File: src/rtl/alu_op_issuer_if.sv
// rtl/alu_op_issuer_if.sv - command, alu operand/result and response channels of the alu op issuer
interface alu_op_issuer_if #(
   parameter int DATA_W = 4,
   parameter int OPN_W  = 3
);
   logic              cmd_valid;
   logic              cmd_ready;
   logic [DATA_W-1:0] cmd_a;
   logic [DATA_W-1:0] cmd_b;
   logic [OPN_W-1:0]  cmd_opn;

   logic [DATA_W-1:0] alu_a;
   logic [DATA_W-1:0] alu_b;
   logic [OPN_W-1:0]  alu_opn;
   logic [DATA_W-1:0] alu_out0;
   logic [DATA_W-1:0] alu_out1;
   logic [DATA_W-1:0] alu_status;

   logic              rsp_valid;
   logic              rsp_ready;
   logic [DATA_W-1:0] rsp_out0;
   logic [DATA_W-1:0] rsp_out1;
   logic [DATA_W-1:0] rsp_status;
   logic [OPN_W-1:0]  rsp_opn;

   // master is the issuer; slave is the command source, alu and response consumer
   modport master (
      input  cmd_valid, cmd_a, cmd_b, cmd_opn,
      output cmd_ready,
      output alu_a, alu_b, alu_opn,
      input  alu_out0, alu_out1, alu_status,
      output rsp_valid, rsp_out0, rsp_out1, rsp_status, rsp_opn,
      input  rsp_ready
   );

   modport slave (
      output cmd_valid, cmd_a, cmd_b, cmd_opn,
      input  cmd_ready,
      input  alu_a, alu_b, alu_opn,
      output alu_out0, alu_out1, alu_status,
      input  rsp_valid, rsp_out0, rsp_out1, rsp_status, rsp_opn,
      output rsp_ready
   );
endinterface

File: src/rtl/alu_op_issuer.sv
// rtl/alu_op_issuer.sv - issues one alu operation per command, waits the alu latency, returns the result
module alu_op_issuer #(
   parameter int DATA_W  = 4,
   parameter int OPN_W   = 3,
   parameter int ALU_LAT = 1,
   parameter int CNT_W   = 8
) (
   input  logic                clk,
   input  logic                rst,
   alu_op_issuer_if.master     bus,
   output logic                busy,
   output logic [CNT_W-1:0]    op_count
);
   localparam int LAT_W = (ALU_LAT < 2) ? 1 : $clog2(ALU_LAT + 1);

   typedef enum logic [1:0] {IDLE, WAIT, RESP} state_t;

   state_t            state;
   state_t            state_nxt;
   logic [LAT_W-1:0]  wait_cnt;
   logic [DATA_W-1:0] alu_a_q;
   logic [DATA_W-1:0] alu_b_q;
   logic [OPN_W-1:0]  alu_opn_q;
   logic [DATA_W-1:0] rsp_out0_q;
   logic [DATA_W-1:0] rsp_out1_q;
   logic [DATA_W-1:0] rsp_status_q;
   logic [OPN_W-1:0]  rsp_opn_q;
   logic              accept;
   logic              capture;
   logic              retire;

   assign accept  = (state == IDLE) && bus.cmd_valid;
   assign capture = (state == WAIT) && (wait_cnt == '0);
   assign retire  = (state == RESP) && bus.rsp_ready;

   always_ff @(posedge clk) begin
      if (rst) state <= IDLE;
      else     state <= state_nxt;
   end

   always_comb begin
      state_nxt = state;
      case (state)
         IDLE:    if (bus.cmd_valid) state_nxt = WAIT;
         WAIT:    if (wait_cnt == '0) state_nxt = RESP;
         RESP:    if (bus.rsp_ready) state_nxt = IDLE;
         default: state_nxt = IDLE;
      endcase
   end

   // cmd_ready is also masked by rst so nothing is offered while reset is held
   always_comb begin
      bus.cmd_ready = 1'b0;
      bus.rsp_valid = 1'b0;
      busy          = 1'b0;
      case (state)
         IDLE: bus.cmd_ready = !rst;
         WAIT: busy = 1'b1;
         RESP: begin
            bus.rsp_valid = 1'b1;
            busy          = 1'b1;
         end
         default: ;
      endcase
   end

   always_ff @(posedge clk) begin
      if (rst) begin
         wait_cnt     <= '0;
         alu_a_q      <= '0;
         alu_b_q      <= '0;
         alu_opn_q    <= '0;
         rsp_out0_q   <= '0;
         rsp_out1_q   <= '0;
         rsp_status_q <= '0;
         rsp_opn_q    <= '0;
         op_count     <= '0;
      end else begin
         if (accept) begin
            alu_a_q   <= bus.cmd_a;
            alu_b_q   <= bus.cmd_b;
            alu_opn_q <= bus.cmd_opn;
            rsp_opn_q <= bus.cmd_opn;
            wait_cnt  <= LAT_W'(ALU_LAT);
         end else if ((state == WAIT) && (wait_cnt != '0)) begin
            wait_cnt <= wait_cnt - 1'b1;
         end
         if (capture) begin
            rsp_out0_q   <= bus.alu_out0;
            rsp_out1_q   <= bus.alu_out1;
            rsp_status_q <= bus.alu_status;
         end
         if (retire) op_count <= op_count + 1'b1;
      end
   end

   assign bus.alu_a      = alu_a_q;
   assign bus.alu_b      = alu_b_q;
   assign bus.alu_opn    = alu_opn_q;
   assign bus.rsp_out0   = rsp_out0_q;
   assign bus.rsp_out1   = rsp_out1_q;
   assign bus.rsp_status = rsp_status_q;
   assign bus.rsp_opn    = rsp_opn_q;
endmodule

File: src/flat_wrapper.sv
// flat-port wrapper written by rule: the top's interface ports become plain ports
module alu_op_issuer_flat 
#(
   parameter int DATA_W  = 4,
   parameter int OPN_W   = 3,
   parameter int ALU_LAT = 1,
   parameter int CNT_W   = 8
)
  (clk, rst, busy, op_count, bus_cmd_valid, bus_cmd_a, bus_cmd_b, bus_cmd_opn, bus_cmd_ready, bus_alu_a, bus_alu_b, bus_alu_opn, bus_alu_out0, bus_alu_out1, bus_alu_status, bus_rsp_valid, bus_rsp_out0, bus_rsp_out1, bus_rsp_status, bus_rsp_opn, bus_rsp_ready);
  alu_op_issuer_if #(.DATA_W(DATA_W), .OPN_W(OPN_W)) bus_i ();
  input  logic clk;
  input  logic rst;
  output logic busy;
  output logic [CNT_W-1:0] op_count;
  input wire logic [$bits(bus_i.cmd_valid)-1:0] bus_cmd_valid;
  input wire logic [$bits(bus_i.cmd_a)-1:0] bus_cmd_a;
  input wire logic [$bits(bus_i.cmd_b)-1:0] bus_cmd_b;
  input wire logic [$bits(bus_i.cmd_opn)-1:0] bus_cmd_opn;
  output wire logic [$bits(bus_i.cmd_ready)-1:0] bus_cmd_ready;
  output wire logic [$bits(bus_i.alu_a)-1:0] bus_alu_a;
  output wire logic [$bits(bus_i.alu_b)-1:0] bus_alu_b;
  output wire logic [$bits(bus_i.alu_opn)-1:0] bus_alu_opn;
  input wire logic [$bits(bus_i.alu_out0)-1:0] bus_alu_out0;
  input wire logic [$bits(bus_i.alu_out1)-1:0] bus_alu_out1;
  input wire logic [$bits(bus_i.alu_status)-1:0] bus_alu_status;
  output wire logic [$bits(bus_i.rsp_valid)-1:0] bus_rsp_valid;
  output wire logic [$bits(bus_i.rsp_out0)-1:0] bus_rsp_out0;
  output wire logic [$bits(bus_i.rsp_out1)-1:0] bus_rsp_out1;
  output wire logic [$bits(bus_i.rsp_status)-1:0] bus_rsp_status;
  output wire logic [$bits(bus_i.rsp_opn)-1:0] bus_rsp_opn;
  input wire logic [$bits(bus_i.rsp_ready)-1:0] bus_rsp_ready;
  assign bus_i.cmd_valid = bus_cmd_valid;
  assign bus_i.cmd_a = bus_cmd_a;
  assign bus_i.cmd_b = bus_cmd_b;
  assign bus_i.cmd_opn = bus_cmd_opn;
  assign bus_cmd_ready = bus_i.cmd_ready;
  assign bus_alu_a = bus_i.alu_a;
  assign bus_alu_b = bus_i.alu_b;
  assign bus_alu_opn = bus_i.alu_opn;
  assign bus_i.alu_out0 = bus_alu_out0;
  assign bus_i.alu_out1 = bus_alu_out1;
  assign bus_i.alu_status = bus_alu_status;
  assign bus_rsp_valid = bus_i.rsp_valid;
  assign bus_rsp_out0 = bus_i.rsp_out0;
  assign bus_rsp_out1 = bus_i.rsp_out1;
  assign bus_rsp_status = bus_i.rsp_status;
  assign bus_rsp_opn = bus_i.rsp_opn;
  assign bus_i.rsp_ready = bus_rsp_ready;
  alu_op_issuer #(.DATA_W(DATA_W), .OPN_W(OPN_W), .ALU_LAT(ALU_LAT), .CNT_W(CNT_W)) u_core (.clk(clk), .rst(rst), .bus(bus_i), .busy(busy), .op_count(op_count));
endmodule
File: config.mk
export PLATFORM = sky130hd
export DESIGN_NAME = alu_op_issuer_flat
export DESIGN_NICKNAME = d
export VERILOG_FILES = /design/src/rtl/alu_op_issuer_if.sv /design/src/rtl/alu_op_issuer.sv /design/src/flat_wrapper.sv
export SDC_FILE = /design/constraint.sdc
export NUM_CORES = 1
export LEC_CHECK = 0
export CAP_MARGIN = 20
export CELL_PAD_IN_SITES_DETAIL_PLACEMENT = 0
export CELL_PAD_IN_SITES_GLOBAL_PLACEMENT = 1
export CORE_MARGIN = 5
export CORE_UTILIZATION = 31
export DETAILED_ROUTE_END_ITERATION = 12
export PLACE_DENSITY = 0.86
export SLEW_MARGIN = 40
export SYNTH_ARGS = -nofsm -noshare
export SYNTH_HDL_FRONTEND = slang
export SYNTH_SLANG_ARGS = --single-unit
File: constraint.sdc
create_clock -name clk -period 4.5 [get_ports clk]
set_input_delay 0.9 -clock clk [delete_from_list [all_inputs] [get_ports clk]]
set_output_delay 0.9 -clock clk [all_outputs]
set_load 0.1 [all_outputs]
==> metrics, run 1 <==
largest net degree at the start of global routing 35; initial detailed-routing violation count 68; layout cells sized above 1 20.69%; CTS tree built; Post-CTS Resized 0; Adder-Cell Fraction of Synth Area 5.362%; Post-DP Area 1868 um2; via count 1333; commonest non-fill, non-tap cells in the layout 51 x nand2_1, 36 x buf_2, 34 x dfxtp_1, 32 x a21oi_1, 26 x clkdlybuf4s50_1; final std cells w/o fill 284; core region area 4354 um2; hold crit path type reg2reg; # fillers 468; Mapped Area 1400 um2; DP HPWL 2541 um; Compound-Gate Fraction of Synth Area 14.66%; multiplexer share of the synthesized area 0%; Max Cap Violations 0; P&R area growth vs syn 39.05%; endpoints failing setup 0; status finished clean; achievable frequency 0.3651 GHz; Final GP Congestion 0.7438; Die Span X 77.21 um; global-route wire length before repair 5871 um; Final ANT Viol Nets 0; Finished Cell Area 1947 um2; Post-Syn Nets 205; Slew @ Worst Pin 0.4901 ns; Net Sw Power 0.5253 mW; Final Hold Vio Count 0; Top Ports 64; die area 5961 um2; Final min period 2.739 ns; clk sink count 34; Layout Nets 265; Yosys cell types 23; root buffer cell clkbuf_8; CP max-delay cell clkdlybuf4s50_1; RSZ-0062 raised after global routing no; vias in the first global route 1258; sequential fraction of the synthesis area 48.61%; antenna diode count 0; worst setup margin 1.761 ns; Hold-fix buffers, CTS 0; cell-internal power 0.5388 mW; CP endpoint kind primary output; FF+latch count, synth 34; clk_lat worst skew 0.27 ns; Critical Path Start Type input port; Worst R2R Setup Slack 2.83 ns; # port buffers 63; initial antenna violation count 0; Worst Path Class, Setup in2out; simple-gate share of the synthesized area 25.29%; Clock power frac 19.2%; setup bufs post-CTS 0; number of CTS-inserted buffers 5; Initial Util 32.16%; worst slack at placement 1.760 ns; PwrDens 546.6 nW/um2; synthesized instance count 172; Pleak 0.8250 nW; Setup TNS 0 ns; Max VDD drop 0.3454 mV; syn avg cell area 8.140 um2; die height 77.21 um; largest family of logic cells by synthesized area simple AND/OR/NAND/NOR gates; max-slew violations 0; wire per inst 12.33 um; Vias per Instance 4.694; drt pass-1 iters 4; Row Count 24; most common cell after layout, fill and taps aside nand2_1; Remaining DRCs 0; Remaining Overflow, GRT 0; Data arrival, critical path 1.84 ns; Tcrit/Tclk final 60.87%; depth of the CTS H-tree 2; CP Max Fanout 2; clock-pin transition on the worst setup and hold timing paths 0.06 ns; maximum root-to-sink buffer count 2; Flop pwr share 33.7%; logic gate share of total power 47.1%; DRT Wirelength 3502 um; worst-case hold slack 0.4486 ns; Final Skew 0.001316 ns; Critical Path, Cell by Cell clkdlybuf4s50_1, nor2b_1, buf_4; sw frac 49.37%; Max stage delay on crit path 0.47 ns; placed cells 277; Global Route Usage Sum 12.06%; Req. time, crit path 3.60 ns; xor and xnor fraction of the mapped netlist area 1.251%; Slew HR 67.18%; Syn. warnings 0
## layer usage
layer | track usage [%] | vias up | routed length [um] | share of wire [%]
met5 | 0 | - | 0 | 0
met4 | 4.639 | 0 | 31 | 0.89
met3 | 4.801 | 2 | 213 | 6.1
met2 | 19.19 | 33 | 1674 | 48
met1 | 14.48 | 611 | 1583 | 45
li1 | - | 687 | - | -
## through the flow
stage / util, % / power (mW)
after floorplan: - / 0.7858
after global placement: 47.04 / 0.9048
after detailed placement: 42.90 / 0.8707
after CTS: 44.66 / 1.082
after global routing: 44.71 / 1.127
final: 44.71 / 1.064
## kinds of logic after synthesis
| kind of cell | Yosys count |
|---|---|
| simple gates | 76 |
| compound gates | 39 |
| flops | 34 |
| buf+inv | 15 |
| fa+ha+maj | 6 |
| xor+xnor | 2 |
## worst max-delay path: cells and delay by family
family	cells	cell delay (ns)
buffers and inverters	2	0.78
AND/OR/NAND/NOR	1	0.16
## worst paths after layout
kind                                          startpoint                        to  cells after the start
worst min-delay path            u_core.bus.rsp_status[1]  u_core.bus.rsp_status[1]                      2
worst max register to register           u_core.state[0]        u_core.op_count[5]                      5
worst min register to register  u_core.bus.rsp_status[1]  u_core.bus.rsp_status[1]                      2
worst max-delay path                                 rst             bus_cmd_ready                      3
## synthesized netlist by cell type, drive strengths merged
cell | instances | area (um2)
nand2b | 3 | 18.77
dfxtp | 34 | 680.7
nand3 | 3 | 15.01
a21oi | 32 | 160.2
nor2 | 2 | 7.510
xor2 | 1 | 8.760
xnor2 | 1 | 8.760
and2 | 2 | 12.51
nand2 | 51 | 191.4
nor2b | 3 | 18.77
buf | 3 | 22.52
inv | 4 | 15.01
or4 | 2 | 15.01
or3 | 3 | 20.02
clkbuf | 8 | 30.03
or2b | 1 | 8.760
o31ai | 4 | 30.03
nand4 | 5 | 37.53
ha | 6 | 75.07
o21ai | 3 | 15.01
and2b | 1 | 8.760
## power groups by stage
| stage | Combinational [mW] | Sequential, mW | Clock (mW) |
|---|---|---|---|
| global placement | 0.541 | 0.364 | 0 |
| global route | 0.531 | 0.364 | 0.232 |
| CTS | 0.507 | 0.358 | 0.217 |
| detailed placement | 0.506 | 0.365 | 0 |
| finish | 0.501 | 0.358 | 0.205 |
| floorplan | 0.209 | 0.577 | 0 |
## area by class of cell
class                      count  area (um2)  share of cell area [%]
sequential                    34       680.7                   34.96
tap                           52       65.06                   3.342
clock buffer                   7       76.32                   3.920
timing repair buffer          64       455.4                   23.39
inverter                       4       15.01                  0.7712
multi-input combinational    123       654.4                   33.61
## state kept, by name, indices dropped and copies added (netlist names)
signal,cells
u_core.bus.rsp_out1,4
u_core.state,2
u_core.wait_cnt,1
u_core.bus.alu_opn,3
u_core.bus.rsp_out0,4
u_core.bus.rsp_status,4
u_core.op_count,8
u_core.bus.alu_b,4
u_core.bus.alu_a,4
Power figures use the tool's default switching activity.
==> run 2: changes to the inputs <==
--- a/config.mk
+++ b/config.mk
@@ -9,9 +9,9 @@
 export CELL_PAD_IN_SITES_DETAIL_PLACEMENT = 0
 export CELL_PAD_IN_SITES_GLOBAL_PLACEMENT = 1
 export CORE_MARGIN = 5
-export CORE_UTILIZATION = 31
+export CORE_UTILIZATION = 26
 export DETAILED_ROUTE_END_ITERATION = 12
-export PLACE_DENSITY = 0.86
+export PLACE_DENSITY = 0.77
 export SLEW_MARGIN = 40
 export SYNTH_ARGS = -nofsm -noshare
 export SYNTH_HDL_FRONTEND = slang
==> constraint.sdc (replaced) <==
create_clock -name clk -period 2.23 [get_ports clk]
set_input_delay 0.446 -clock clk [delete_from_list [all_inputs] [get_ports clk]]
set_output_delay 0.446 -clock clk [all_outputs]
set_load 0.1 [all_outputs]
==> run 2 against run 1 <==
Sequential share of layout area is 2.7 points lower. Design area up 8.3%. Die area grew 17%. Hold slack better by 0.0048 ns. Clock power grew 120%. Via count decreased by 0.90%. Critical path type is now reg2out.
==> metrics, run 2 (synthesis results as in run 1) <==
status finished clean (unchanged); vias in the first global route 1267 (was 1258); initial detailed-routing violation count 27 (was 68); commonest non-fill, non-tap cells in the layout 51 x nand2_1, 35 x buf_4, 34 x dfxtp_1, 32 x a21oi_1, 26 x clkdlybuf4s50_1 (was 51 x nand2_1, 36 x buf_2, 34 x dfxtp_1, 32 x a21oi_1, 26 x clkdlybuf4s50_1); die height 83.38 um (was 77.21 um); Final min period 1.817 ns; P&R area growth vs syn 50.58% (was 39.05%); Die Span X 83.38 um (was 77.21 um); depth of the CTS H-tree 2 (unchanged); CP Max Fanout 5 (was 2); Final Power 2.284 mW (was 1.064 mW); via count 1321 (was 1333); Top Ports 64 (unchanged); Slew @ Worst Pin 0.4933 ns (was 0.4901 ns); number of CTS-inserted buffers 5 (unchanged); R2R Path Start u_core.state[0] (unchanged); Hold-fix buffers, CTS 0 (unchanged); Worst R2R Setup Slack 0.60 ns (was 2.83 ns); Finished Cell Area 2108 um2 (was 1947 um2); Flop pwr share 31.9% (was 33.7%); Setup TNS 0 ns (unchanged); Crit path max-delay family flip-flops (was buffers and inverters); antenna diode count 0 (unchanged); Max stage delay on crit path 0.33 ns (was 0.47 ns); Final GP Congestion 0.6965 (was 0.7438); CP max-delay cell dfxtp_1 (was clkdlybuf4s50_1); Req. time, crit path 1.78 ns (was 3.60 ns); Row Count 26 (was 24); Critical Path, Cell by Cell inv_1, ha_1, nor2b_2, buf_12 (was clkdlybuf4s50_1, nor2b_1, buf_4); cell-internal power 1.204 mW (was 0.5388 mW); DP HPWL 2552 um (was 2541 um); largest net degree at the start of global routing 35 (unchanged); CTS tree built (unchanged); Remaining Overflow, GRT 0 (unchanged); clk_lat worst skew 0.28 ns (was 0.27 ns); Slew HR 66.97% (was 67.18%); min-delay src u_core.bus.alu_b[3] (was u_core.bus.rsp_status[1]); Tcrit/Tclk final 81.46%; CP endpoint kind primary output (unchanged); Worst Path Class, Setup reg2out (was in2out); setup bufs post-CTS 0 (unchanged); die area 6952 um2 (was 5961 um2); RSZ-0062 raised after global routing no (unchanged); Max Cap Violations 0 (unchanged); Data arrival, critical path 1.37 ns (was 1.84 ns); Post-CTS Resized 0 (unchanged); initial antenna violation count 0 (unchanged); crit path to bus_cmd_ready (unchanged); max reg flops 8 (unchanged); Setup crit start u_core.state[1] (was rst); endpoints failing setup 0 (unchanged); final std cells w/o fill 301 (was 284); Reg with most FFs u_core.op_count (unchanged); worst slack at placement 0.2810 ns (was 1.760 ns); Post-DP Area 2026 um2 (was 1868 um2); drt pass-1 iters 4 (unchanged); Final Hold Vio Count 0 (unchanged); layout cells sized above 1 22.08% (was 20.69%); hold crit path type reg2reg (unchanged); CP Depth 4 (was 3); worst setup margin 0.4135 ns (was 1.761 ns); achievable frequency 0.5505 GHz; Remaining DRCs 0 (unchanged); global-route wire length before repair 5996 um (was 5871 um); DRT Wirelength 3656 um (was 3502 um); WP buf/inv 2 (unchanged); # port buffers 63 (unchanged); Pleak 0.8410 nW (was 0.8250 nW); cell depth of the worst flop-to-flop path 5 (unchanged); core region area 5172 um2 (was 4354 um2); placed cells 295 (was 277); max-slew violations 0 (unchanged); root buffer cell clkbuf_8 (unchanged); logic gate share of total power 48.8% (was 47.1%); sw frac 47.29% (was 49.37%); Final ANT Viol Nets 0 (unchanged); PwrDens 1083 nW/um2 (was 546.6 nW/um2); clk sink count 34 (unchanged); r2r endpoint u_core.op_count[5] (unchanged); clock-pin transition on the worst setup and hold timing paths 0.06 ns (about the same); Clock power frac 19.3% (was 19.2%); Vias per Instance 4.389 (was 4.694); Critical Path Start Type flop (was input port); Net Sw Power 1.080 mW (was 0.5253 mW); Initial Util 27.07% (was 32.16%); Global Route Usage Sum 10.64% (was 12.06%); Max VDD drop 0.6253 mV (was 0.3454 mV); Final Skew 0.003291 ns (was 0.001316 ns); most common cell after layout, fill and taps aside nand2_1 (unchanged); wire per inst 12.15 um (was 12.33 um); Layout Nets 265 (unchanged); maximum root-to-sink buffer count 2 (unchanged)
## run 2: power groups by stage
stage | Clock [mW] | Sequential [mW] | Combinational, mW
floorplan | 0 | 1.16 | 0.425
global placement | 0 | 0.740 | 1.12
detailed placement | 0 | 0.743 | 1.12
CTS | 0.466 | 0.729 | 1.13
global route | 0.490 | 0.739 | 1.17
finish | 0.442 | 0.728 | 1.11
## run 2: stage by stage
stage | hold WS [ns] | util, %
4_1_cts | 0.4570 | 40.76
2_1_floorplan | 0.4674 | -
6_report | 0.4535 | 40.76
5_1_grt | 0.4776 | 40.76
3_5_place_dp | 0.4472 | 39.16
3_3_place_gp | 0.4433 | 39.11
## run 2: layout make-up
cell class,instances,area [um2]
clock buffer,6,82.58
fill,542,3064
inverter,4,15.01
multi-input combinational,123,659.4
sequential,34,680.7
tap,70,87.58
timing repair buffer,64,583.1
## run 2: worst min-delay path by stage
| stage | end | slack [ns] | cells past startpoint |
|---|---|---|---|
| after floorplan | u_core.state[1] | 0.47 | 2 |
| after global placement | u_core.bus.rsp_out0[1] | 0.44 | 2 |
| after detailed placement | u_core.bus.alu_b[1] | 0.45 | 2 |
| after CTS | u_core.bus.alu_b[1] | 0.46 | 2 |
| after global routing | u_core.bus.rsp_out0[1] | 0.48 | 2 |
| final | u_core.bus.alu_b[3] | 0.45 | 2 |
## run 2: metal layers
layer | track usage (%) | routed length, um
met4 | 3.269 | 51
met5 | 0 | 0
met1 | 12.20 | 1634
met3 | 5.050 | 274
met2 | 17.49 | 1695
## run 2: worst min-delay path: stages, from the launching register on
cell     delay, ns
dfxtp_1       0.31
nand2_1       0.05
a21oi_1       0.05
==> run 3: changes to the inputs <==
==> constraint.sdc (replaced) <==
create_clock -name clk -period 1.5 [get_ports clk]
set_input_delay 0.3 -clock clk [delete_from_list [all_inputs] [get_ports clk]]
set_output_delay 0.3 -clock clk [all_outputs]
set_load 0.1 [all_outputs]
==> run 3 against run 2 <==
Total power grew 67%. Clock power rose by 40%. First-iteration DRC count up 78%. Critical path depth did not move. Via count grew 3.3%. Flip-flop and latch count unchanged. Worst setup slack worse by 0.38 ns. Count of clock-buffer cells in the layout increased by 1. Critical path type unchanged. Wire length rose by 6.7%. Cell count grew 3.7%. Non-clock buffer count up 10. Largest cell class is now buffers. Sequential power rose by 58%.
==> metrics, run 3 (synthesis results as in run 1) <==
maximum root-to-sink buffer count 2 (unchanged); Row Count 26 (unchanged); largest net degree at the start of global routing 23 (was 35); max reg flops 8 (unchanged); Final Power 3.821 mW (was 2.284 mW); die area 6952 um2 (unchanged); Global Route Usage Sum 11.50% (was 10.64%); achievable frequency 0.6809 GHz; Initial Util 27.07% (unchanged); Max stage delay on crit path 0.36 ns (was 0.33 ns); placed cells 306 (was 295); initial detailed-routing violation count 48 (was 27); CP max-delay cell dfxtp_4 (was dfxtp_1); Req. time, crit path 1.20 ns (was 1.78 ns); antenna diode count 0 (unchanged); Post-DP Area 2597 um2 (was 2026 um2); Pleak 1.013 nW (was 0.8410 nW); root buffer cell clkbuf_8 (unchanged); hold crit path type reg2reg (unchanged); met1 usage 12.42% (was 12.20%); die height 83.38 um (unchanged); core region area 5172 um2 (unchanged); most common cell after layout, fill and taps aside nand2_1 (unchanged); Finished Cell Area 2703 um2 (was 2108 um2); RSZ-0062 raised after global routing yes (was no); CP endpoint kind primary output (unchanged); CTS tree built (unchanged); Remaining DRCs 0 (unchanged); P&R area growth vs syn 93.03% (was 50.58%); Most Crowded Layer GR met2 (unchanged); Reg with most FFs u_core.op_count (unchanged); # port buffers 63 (unchanged); endpoints failing setup 0 (unchanged); Final Hold Vio Count 0 (unchanged); # fillers 470 (was 542); PwrDens 1414 nW/um2 (was 1083 nW/um2); via count 1364 (was 1321); Final min period 1.469 ns; Final ANT Viol Nets 0 (unchanged); clk_lat worst skew 0.28 ns (about the same); Setup TNS 0 ns (unchanged); Remaining Overflow, GRT 0 (unchanged); Final GP Congestion 0.7482 (was 0.6965); max-slew violations 0 (unchanged); clock-pin transition on the worst setup and hold timing paths 0.06 ns (about the same); vias in the first global route 1335 (was 1267); grt met3 use 6.139% (was 5.050%); depth of the CTS H-tree 2 (unchanged); Slew @ Worst Pin 0.2987 ns (was 0.4933 ns); wire per inst 12.50 um (was 12.15 um); CP Max Fanout 4 (was 5); DRT Wirelength 3900 um (was 3656 um); global-route wire length before repair 6492 um (was 5996 um); status finished clean (unchanged); Critical Path Start Type flop (unchanged); Max VDD drop 0.7052 mV (was 0.6253 mV); drt pass-1 iters 4 (unchanged); Layout Nets 275 (was 265); Slew HR 80.04% (was 66.97%); initial antenna violation count 0 (unchanged); clk sink count 34 (unchanged); commonest non-fill, non-tap cells in the layout 51 x nand2_1, 38 x buf_12, 30 x a21oi_1, 26 x clkdlybuf4s50_1, 22 x dfxtp_1 (was 51 x nand2_1, 35 x buf_4, 34 x dfxtp_1, 32 x a21oi_1, 26 x clkdlybuf4s50_1); routing usage on met2 19.10% (was 17.49%); Vias per Instance 4.372 (was 4.389); number of CTS-inserted buffers 5 (unchanged); Tcrit/Tclk final 97.90%; Die Span X 83.38 um (unchanged); Final Skew 0.003549 ns (was 0.003291 ns); final std cells w/o fill 312 (was 301); Data arrival, critical path 1.17 ns (was 1.37 ns); Critical Path, Cell by Cell inv_4, ha_4, nor2b_4, buf_12 (was inv_1, ha_1, nor2b_2, buf_12); Worst Path Class, Setup reg2out (unchanged); DP HPWL 2986 um (was 2552 um); Top Ports 64 (unchanged); Max Cap Violations 0 (unchanged); layout cells sized above 1 32.23% (was 22.08%)
==> run 3: cell types whose count changed in the layout (fill, tap and decap cells not counted), moves of 2 or more <==
cell / before / now
dfxtp_2: 0 / 8
inv_1: 4 / 2
nor2b_2: 2 / 0
a21oi_1: 32 / 30
dfxtp_1: 34 / 22
buf_12: 3 / 38
buf_4: 35 / 9
dfxtp_4: 0 / 4
a21oi_2: 0 / 2
ha_4: 0 / 2
clkbuf_1: 0 / 2
nor2b_4: 0 / 2
==> run 3: final cells by class <==
| class | count | area (um2) | area share, % |
|---|---|---|---|
| Sequential cell | 34 | 705.7 | 26.11 |
| Multi-Input combinational cell | 123 | 715.7 | 26.48 |
| Clock buffer | 7 | 76.32 | 2.824 |
| Tap cell | 70 | 87.58 | 3.241 |
| Inverter | 4 | 17.52 | 0.6481 |
| Timing Repair Buffer | 74 | 1100 | 40.69 |
==> run 3: through the flow <==
step	worst slack (ns)	hold WS [ns]	utilization [%]
floorplan	-0.09486	0.4285	-
global placement	-0.1933	0.4784	50.17
detailed placement	-0.2229	0.4847	50.22
CTS	-0.01236	0.4940	51.67
global route	-0.01071	0.5043	52.25
finish	0.03143	0.4904	52.25
==> run 3: worst max-delay path, delay by kind of cell, from the launching register on <==
family,cells,cell delay [ns]
buffers and inverters,2,0.26
and+or+nand+nor,1,0.15
adders and majority gates,1,0.12
DFF,1,0.36
==> run 3: worst paths after layout <==
path                    endpoint                start  cells past startpoint  slack [ns]
max                bus_cmd_ready      u_core.state[0]                      4        0.03
min          u_core.bus.alu_a[0]  u_core.bus.alu_a[0]                      2        0.49
max reg2reg   u_core.op_count[3]      u_core.state[1]                      6        0.08
min reg2reg  u_core.bus.alu_a[0]  u_core.bus.alu_a[0]                      2        0.49
==> run 3: where the power goes <==
part / switching, mW / internal, mW
Clock: 0.300 / 0.319
Sequential: 0.127 / 1.02
Combinational: 1.28 / 0.781
Total: 1.70 / 2.12
==> run 3: routing by layer <==
metal  vias to the layer above  part of all wire (%)
li1                        710                     -
met1                       590                    42
met2                        57                    46
met3                         7                    11
met4                         0                   1.3
met5                         -                     0
==> run 3: repair_timing <==
item,4_1_cts,5_1_grt
pin swaps,0,3
setup endpoints to repair,3,7
buffers inserted,0,1
resized for setup,4,6
hold buffers,0,0
